File: config.mk
export PLATFORM = sky130hd
export DESIGN_NAME = adda_stream_proc
export DESIGN_NICKNAME = d
export VERILOG_FILES = /design/src/rtl/adda_stream_proc.sv
export SDC_FILE = /design/constraint.sdc
export NUM_CORES = 1
export LEC_CHECK = 0
export ABC_AREA = 1
export BUFFER_PORTS_ARGS = -buffer_cell sky130_fd_sc_hd__buf_2
export CELL_PAD_IN_SITES_DETAIL_PLACEMENT = 0
export CELL_PAD_IN_SITES_GLOBAL_PLACEMENT = 2
export CORE_MARGIN = 2
export CORE_UTILIZATION = 40
export CTS_CLUSTER_SIZE = 14
export DETAILED_ROUTE_END_ITERATION = 10
export GPL_TIMING_DRIVEN = 0
export HOLD_SLACK_MARGIN = 0.03
export PLACE_DENSITY_LB_ADDON = 0.1
export SETUP_SLACK_MARGIN = 0.2
export SLEW_MARGIN = 0
export SYNTH_ARGS = -nofsm -noshare
export SYNTH_HDL_FRONTEND = slang
export SYNTH_SLANG_ARGS = --single-unit
File: constraint.sdc
create_clock -name i_clk -period 6.7 [get_ports i_clk]
set_clock_uncertainty 0.05 [all_clocks]
set_input_delay 1.34 -clock i_clk [delete_from_list [all_inputs] [get_ports i_clk]]
set_output_delay 1.34 -clock i_clk [all_outputs]
set_load 0.03 [all_outputs]
File: src/rtl/adda_stream_proc.sv
// ADC-to-DAC stream processor: pass / delay / moving-average / ramp, plus peak-hold LEDs and sticky clip flag.
// Latency 2 clocks from i_sample_en to o_da_valid; no backpressure, accepts a sample on every strobe.
module adda_stream_proc #(
  parameter int DATA_W      = 8,
  parameter int DELAY_DEPTH = 16,
  parameter int AVG_LOG2    = 2,
  parameter int DECAY_LOG2  = 20
) (
  input  logic                           i_clk,
  input  logic                           reset,
  input  logic                           i_sample_en,
  input  logic [DATA_W-1:0]              i_ad_data,
  input  logic [1:0]                     i_mode,
  input  logic [$clog2(DELAY_DEPTH)-1:0] i_delay,
  input  logic                           i_clip_clr,
  output logic [DATA_W-1:0]              o_da_data,
  output logic                           o_da_valid,
  output logic [7:0]                     o_led,
  output logic                           o_clip
);

  localparam int PTR_W = $clog2(DELAY_DEPTH);
  localparam int AVG_N = 1 << AVG_LOG2;
  localparam int SUM_W = DATA_W + AVG_LOG2;
  localparam logic [DATA_W-1:0] FULL_SCALE = '1;

  logic [DATA_W-1:0]     s1_dat;
  logic                  s1_vld;
  logic [DATA_W-1:0]     dly_mem [DELAY_DEPTH];
  logic [PTR_W-1:0]      wp;
  logic [DATA_W-1:0]     avg_hist [AVG_N];
  logic [SUM_W-1:0]      sum;
  logic [SUM_W-1:0]      sum_nxt;
  logic [DATA_W-1:0]     ramp_cnt;
  logic [DATA_W-1:0]     peak;
  logic [DECAY_LOG2-1:0] dec_cnt;
  logic [DATA_W-1:0]     dly_res;
  logic [DATA_W-1:0]     mode_res;
  logic                  new_max;
  logic                  decay_tick;
  logic                  clip_hit;

  // The window sum always holds the last AVG_N samples, so it fits in SUM_W bits.
  always_comb begin
    sum_nxt    = sum + SUM_W'(s1_dat) - SUM_W'(avg_hist[AVG_N-1]);
    dly_res    = (i_delay == '0) ? s1_dat : dly_mem[wp - i_delay];
    new_max    = s1_vld && (s1_dat > peak);
    decay_tick = &dec_cnt;
    clip_hit   = s1_vld && ((s1_dat == '0) || (s1_dat == FULL_SCALE));
    mode_res   = s1_dat;
    case (i_mode)
      2'd0:    mode_res = s1_dat;
      2'd1:    mode_res = dly_res;
      2'd2:    mode_res = sum_nxt[AVG_LOG2 +: DATA_W];
      default: mode_res = ramp_cnt;
    endcase
  end

  always_ff @(posedge i_clk) begin
    if (reset) begin
      s1_dat     <= '0;
      s1_vld     <= 1'b0;
      o_da_data  <= '0;
      o_da_valid <= 1'b0;
      o_clip     <= 1'b0;
      wp         <= '0;
      sum        <= '0;
      ramp_cnt   <= '0;
      peak       <= '0;
      dec_cnt    <= '0;
      for (int i = 0; i < DELAY_DEPTH; i++) dly_mem[i] <= '0;
      for (int i = 0; i < AVG_N; i++) avg_hist[i] <= '0;
    end else begin
      s1_vld <= i_sample_en;
      if (i_sample_en) s1_dat <= i_ad_data;

      // Every mode's history advances on each sample so a mode switch never stalls.
      o_da_valid <= s1_vld;
      if (s1_vld) begin
        o_da_data   <= mode_res;
        dly_mem[wp] <= s1_dat;
        wp          <= wp + PTR_W'(1);
        sum         <= sum_nxt;
        ramp_cnt    <= ramp_cnt + DATA_W'(1);
        for (int i = AVG_N - 1; i > 0; i--) avg_hist[i] <= avg_hist[i-1];
        avg_hist[0] <= s1_dat;
      end

      if (new_max) begin
        peak    <= s1_dat;
        dec_cnt <= '0;
      end else begin
        dec_cnt <= dec_cnt + DECAY_LOG2'(1);
        if (decay_tick && (peak != '0)) peak <= peak - DATA_W'(1);
      end

      if (clip_hit)        o_clip <= 1'b1;
      else if (i_clip_clr) o_clip <= 1'b0;
    end
  end

  generate
    if (DATA_W >= 8) begin : g_led_msb
      assign o_led = peak[DATA_W-1 -: 8];
    end else begin : g_led_pad
      assign o_led = {peak, {(8-DATA_W){1'b0}}};
    end
  endgenerate

endmodule

# Word-level counts from Yosys, hierarchy flattened
# Memories as Yosys holds them, arrays and structs flattened.
# Index checks and enable logic that the tools add are counted.
[totals]
reg_bits = 69
mem_bits_rw = 160
input_bits = 18
out_inout_bits = 18
word_cells = 58
n_memories = 2
[classes]
n_addsub = 7
n_lt_le_gt_ge = 1
n_eq_ne = 3
muxes = 18
bitwise = 4
reduce_logical = 13
[mem_list]
columns = ["memory", "depth", "word_bits", "read_ports", "rd_clocked_by_memory_dff", "write_ports", "line", "text"]
rows = [
  ["dly_mem", 16, 8, 1, 0, 16, "29", "logic [DATA_W-1:0] dly_mem [DELAY_DEPTH];"],
  ["avg_hist", 4, 8, 4, 0, 4, "31", "logic [DATA_W-1:0] avg_hist [AVG_N];"],
]
[op_table]
columns = ["operator", "n"]
rows = [
  ["8-bit two-way mux", 8],
  ["8-bit one-hot mux with 3 select lines", 1],
  ["20-bit by 1-bit adder with 20-bit output, second input constant", 1],
  ["20-bit AND reduction", 1],
  ["10-bit by 8-bit adder with 10-bit output", 1],
  ["10-bit by 8-bit subtractor with 10-bit output", 1],
  ["8-bit by 1-bit adder with 8-bit output, second input constant", 1],
  ["8-bit == test, second input constant", 1],
  ["8-bit > comparator", 1],
  ["8-bit zero test", 1],
  ["1-bit two-way mux", 8],
  ["8-bit nonzero test", 1],
  ["8-bit OR reduction", 1],
  ["8-bit by 1-bit subtractor with 8-bit output, second input constant", 1],
  ["4-bit by 1-bit adder with 4-bit output, second input constant", 1],
  ["4-bit zero test", 1],
  ["4-bit two-way mux", 1],
  ["1-bit bitwise OR", 4],
  ["2-bit nonzero test", 2],
  ["4-bit subtractor", 1],
  ["1-bit logical AND", 3],
  ["2-bit by 1-bit == test with 1-bit output, second input constant", 1],
  ["2-bit == test, second input constant", 1],
  ["2-bit zero test", 1],
  ["other kinds (2)", 2],
]

# Depth between registers and ports, before layout
[depth]
depth_word = 5
mapped_depth = 17
depth_no_buf = 16

# Least setup slack after synthesis
# Ideal clock, no wire load.
[synth_path]
kind = "input -> register"
start = "in reset"
end = "mem avg_hist[0][0] (enable)"
setup_time_ps = 407
arrival_time_ps = 2757
required_ps = 6243
path_slack_ps = 3486
path_stages = 4
path_buffers = 2
cell_sequence = "buf_2 > nor2_2 > inv_1 > clkbuf_1"
[synth_rtl]
columns = ["element", "line", "text"]
rows = [
  ["start, declared", "10", "input logic reset,"],
  ["end, declared", "31", ""],
]

# Worst setup path in the final report
[layout_path]
start = "reg s1_dat[1]"
end = "reg o_da_data[4]"
[layout_via]
elab_chain_len = 3
[layout_lines]
columns = ["element", "line", "text"]
rows = [
  ["start, declared", "27", "logic [DATA_W-1:0] s1_dat;"],
  ["start signal, assigned", "75", "if (i_sample_en) s1_dat <= i_ad_data;"],
  ["10-bit by 8-bit adder with 10-bit output", "45", "sum_nxt = sum + SUM_W'(s1_dat) - SUM_W'(avg_hist[AVG_N-1]);"],
  ["10-bit by 8-bit subtractor with 10-bit output", "45", ""],
  ["8-bit one-hot mux with 3 select lines", "51", "case (i_mode)"],
  ["end signal, assigned", "80", "o_da_data <= mode_res;"],
  ["end, declared", "16", "output logic [DATA_W-1:0] o_da_data,"],
]
# Every way passes these cells.
# A chain may end at the register's enable or synchronous reset.

==> flow_metrics.py <==
metrics = {
    "placement": {
        "portBuffers": 33,
        "dp_worst_setup_slack_ps": 2630,
        "placed_cells": 1753,
        "dp_hpwl_um": 23300,
        "gp_congestion": 0.873,
        "placed_cell_area_um2": 12100,
    },
    "worst_setup_path": {
        "critPathBufInv": 3,
        "crit_required_ps": 7070,
        "critPathTopFamily": "buffers and inverters",
        "critical-path-slowest-cell": "buf_1",
        "crit_chain": "inv_1 -> clkbuf_1 -> buf_1 -> fa_1 -> fa_1 -> nand3b_1 -> nand2_1 -> nand3_1 -> nand3_1 -> nand3_1 -> nand2_1 -> nand2_1 -> nand2_1 -> nand2_1",
        "worstSetupStartpointType": "register",
        "r2r_slack_ps": 2610,
        "end_kind": "register",
        "cp_common_cell": "nand2_1",
        "cp_max_fo": 10,
        "slowest_delay_ps": 800,
        "criticalPathCategory": "register to register",
        "cp.arrival_ps": 4460,
    },
    "sta": {
        "hold_violations": 0,
        "final_max_slew_viol_count": 0,
        "worstMarginPinSlew_ps": 1040,
        "final.setup.tns_ps": 0,
        "setup_viol": 0,
        "fin_ws_ps": 2610,
        "rsz0062_at_grt": "false",
        "period_minus_slack_ps": 4090,
        "slew_headroom_pct": 30.8,
        "finalCritPeriodShare_pct": 61.0,
        "fmax_mhz": 244,
        "hold_slack_ps": 397,
    },
    "die": {
        "coreArea_um2": 27900,
        "start_util_pct": 40.9,
        "die_h_um": 173,
        "ioPinCount": 36,
        "die_w_um": 173,
        "num_rows": 61,
        "dieArea_um2": 29900,
    },
    "synth": {
        "syn_nets": 1397,
        "synth_async_sr_flop_share_pct": 0,
        "netlist_top_cells_count": "351 x nand2_1, 225 x nor2_1, 160 x edfxtp_1, 142 x nand3_1, 128 x inv_1",
        "synthCells": 1341,
        "ys.flop_type": "edfxtp_1",
        "synth_edf_count": 160,
        "ys_seq_elements": 229,
        "synth_cell_types": 41,
        "synth_most_common_cell": "nand2_1",
        "synth.area.top_cells": "edfxtp_1 42%, dfxtp_1 12%, nand2_1 12%",
        "synth_area_leader_cell": "edfxtp_1",
        "synth_top_area_share_pct": 42.0,
        "yosysSeqAreaShare_pct": 54.1,
        "synth.cell_area_um2": 11400,
        "yosysWarnings": 0,
        "postSynthAreaPerCell_um2": 8.52,
    },
    "pwr": {
        "vdd_ir_drop_max_mv": 0.192,
        "leakage_nw": 5.48,
        "finalPower_mw": 3.84,
        "p_per_area_nw_per_um2": 295,
    },
    "layout": {
        "diodes": 0,
        "final_cells": 1801,
        "stdcell_area_um2": 13000,
        "area_growth_syn_to_layout_pct": 13.9,
        "layout.nets": 1459,
        "drive_gt1_share_pct": 9.56,
        "fin_util_pct": 46.6,
    },
    "route": {
        "drc": 0,
        "wl_um": 31800,
        "viasPerCell": 4.90,
        "drt_iter0_drc": 553,
        "wl_per_cell_um": 17.7,
        "final_antenna_net_count": 0,
        "vias": 8823,
        "drtPass1Iterations": 5,
    },
    "clock_network": {
        "cts_setup_buffers": 0,
        "cts_tree": "yes",
        "clk_pin_slew_ps": 60,
        "post_cts.resized_instances": 0,
        "root_buffer": "clkbuf_16",
        "clock-sinks": 229,
        "clk_latency_ps": 530,
        "htreeDepth": 1,
        "cts.hold.buffers_added": 0,
        "ctsLongestPathBuffers": 3,
        "cts-buffers-inserted": 26,
    },
    "outcome": {
        "status": "complete, no violations",
    },
    "global_route": {
        "grt_pass1_wl_um": 49600,
        "grt_max_degree": 30,
        "grt_pass1_vias": 8609,
        "overflow": 0,
        "grt_usage_pct": 21.5,
        "antenna_found_initial": 1,
    },
    "flow_run": {
        "cap_violations": 0,
    },
    "worst_hold_path": {
        "min_path_type": "register to register",
    },
}
placed cells by master (no fill, tap or decap), types with 6 or more instances in the layout:
cell type  synthesis  final
xor2_1            14     14
inv_2              7      7
a21oi_1           41     41
clkinv_2           0      6
buf_2             17     50
buf_4              7      7
o21ai_0           41     41
dfxtp_1           69     69
buf_1              7      7
bufinv_16          0      6
fa_1               9      9
edfxtp_1         160    160
nor3_1            11     11
nand3_1          142    142
ha_1              29     29
nor2_2             6      6
inv_1            128    128
nand2_1          351    351
clkbuf_16          0     27
nor2_1           225    225
nand2_2            6      6
nand4_1           10     10
clkbuf_1          24     25
final timing paths:
path                             start                         to  cells past startpoint
max reg2reg     s1_dat[1]$_SDFFE_PP0P_  o_da_data[4]$_SDFFE_PP0P_                     14
min reg2reg  o_da_data[2]$_SDFFE_PP0P_  o_da_data[2]$_SDFFE_PP0P_                      2
max             s1_dat[1]$_SDFFE_PP0P_  o_da_data[4]$_SDFFE_PP0P_                     14
min          o_da_data[2]$_SDFFE_PP0P_  o_da_data[2]$_SDFFE_PP0P_                      2
final cells by class:
type,instances,area [um2]
Buffer,56,267
Clock buffer,29,683
Clock inverter,19,251
Fill cell,2786,14900
Inverter,136,510
Multi-Input combinational cell,920,4470
Sequential cell,229,6190
Tap cell,378,473
Timing Repair Buffer,34,185
registers in the layout, indices dropped and copies added, names as in the netlist:
signal / flops
o_clip: 1
dly_mem: 128
sum: 10
o_led: 8
o_da_valid: 1
s1_vld: 1
wp: 4
s1_dat: 8
ramp_cnt: 8
dec_cnt: 20
o_da_data: 8
avg_hist: 32
per-layer routing:
metal,GRT usage (%),share of wire [%]
met5,0,0.035
met4,6.07,2.5
met3,2.70,4.6
met2,34.8,45
met1,30.3,48
worst reg2reg max path, delay by kind of cell, from the launching register on:
family | cells | cell delay [ps]
buffers and inverters | 3 | 1560
AND/OR/NAND/NOR | 9 | 960
flip-flops | 1 | 360
adder cells (fa/ha/maj) | 2 | 1070
where the power goes:
| group | total [mW] | switching (mW) | internal (mW) |
|---|---|---|---|
| clock network | 1.55 | 0.585 | 0.965 |
| logic | 0.683 | 0.474 | 0.210 |
| registers | 1.61 | 0.0326 | 1.58 |
| total | 3.84 | 1.09 | 2.75 |
logic make-up (layout without fill, tap and decap cells):
group           after synthesis  in the layout  share of synthesized area, %
simple gates                774            774                          28.9
flops                       229            229                          54.1
fa+ha+maj                    38             38                          4.75
xor+xnor                     18             18                          1.38
buf+inv                     192            274                          6.79
compound gates               90             90                          4.12
Note: power is estimated with default switching activity, not from simulation.
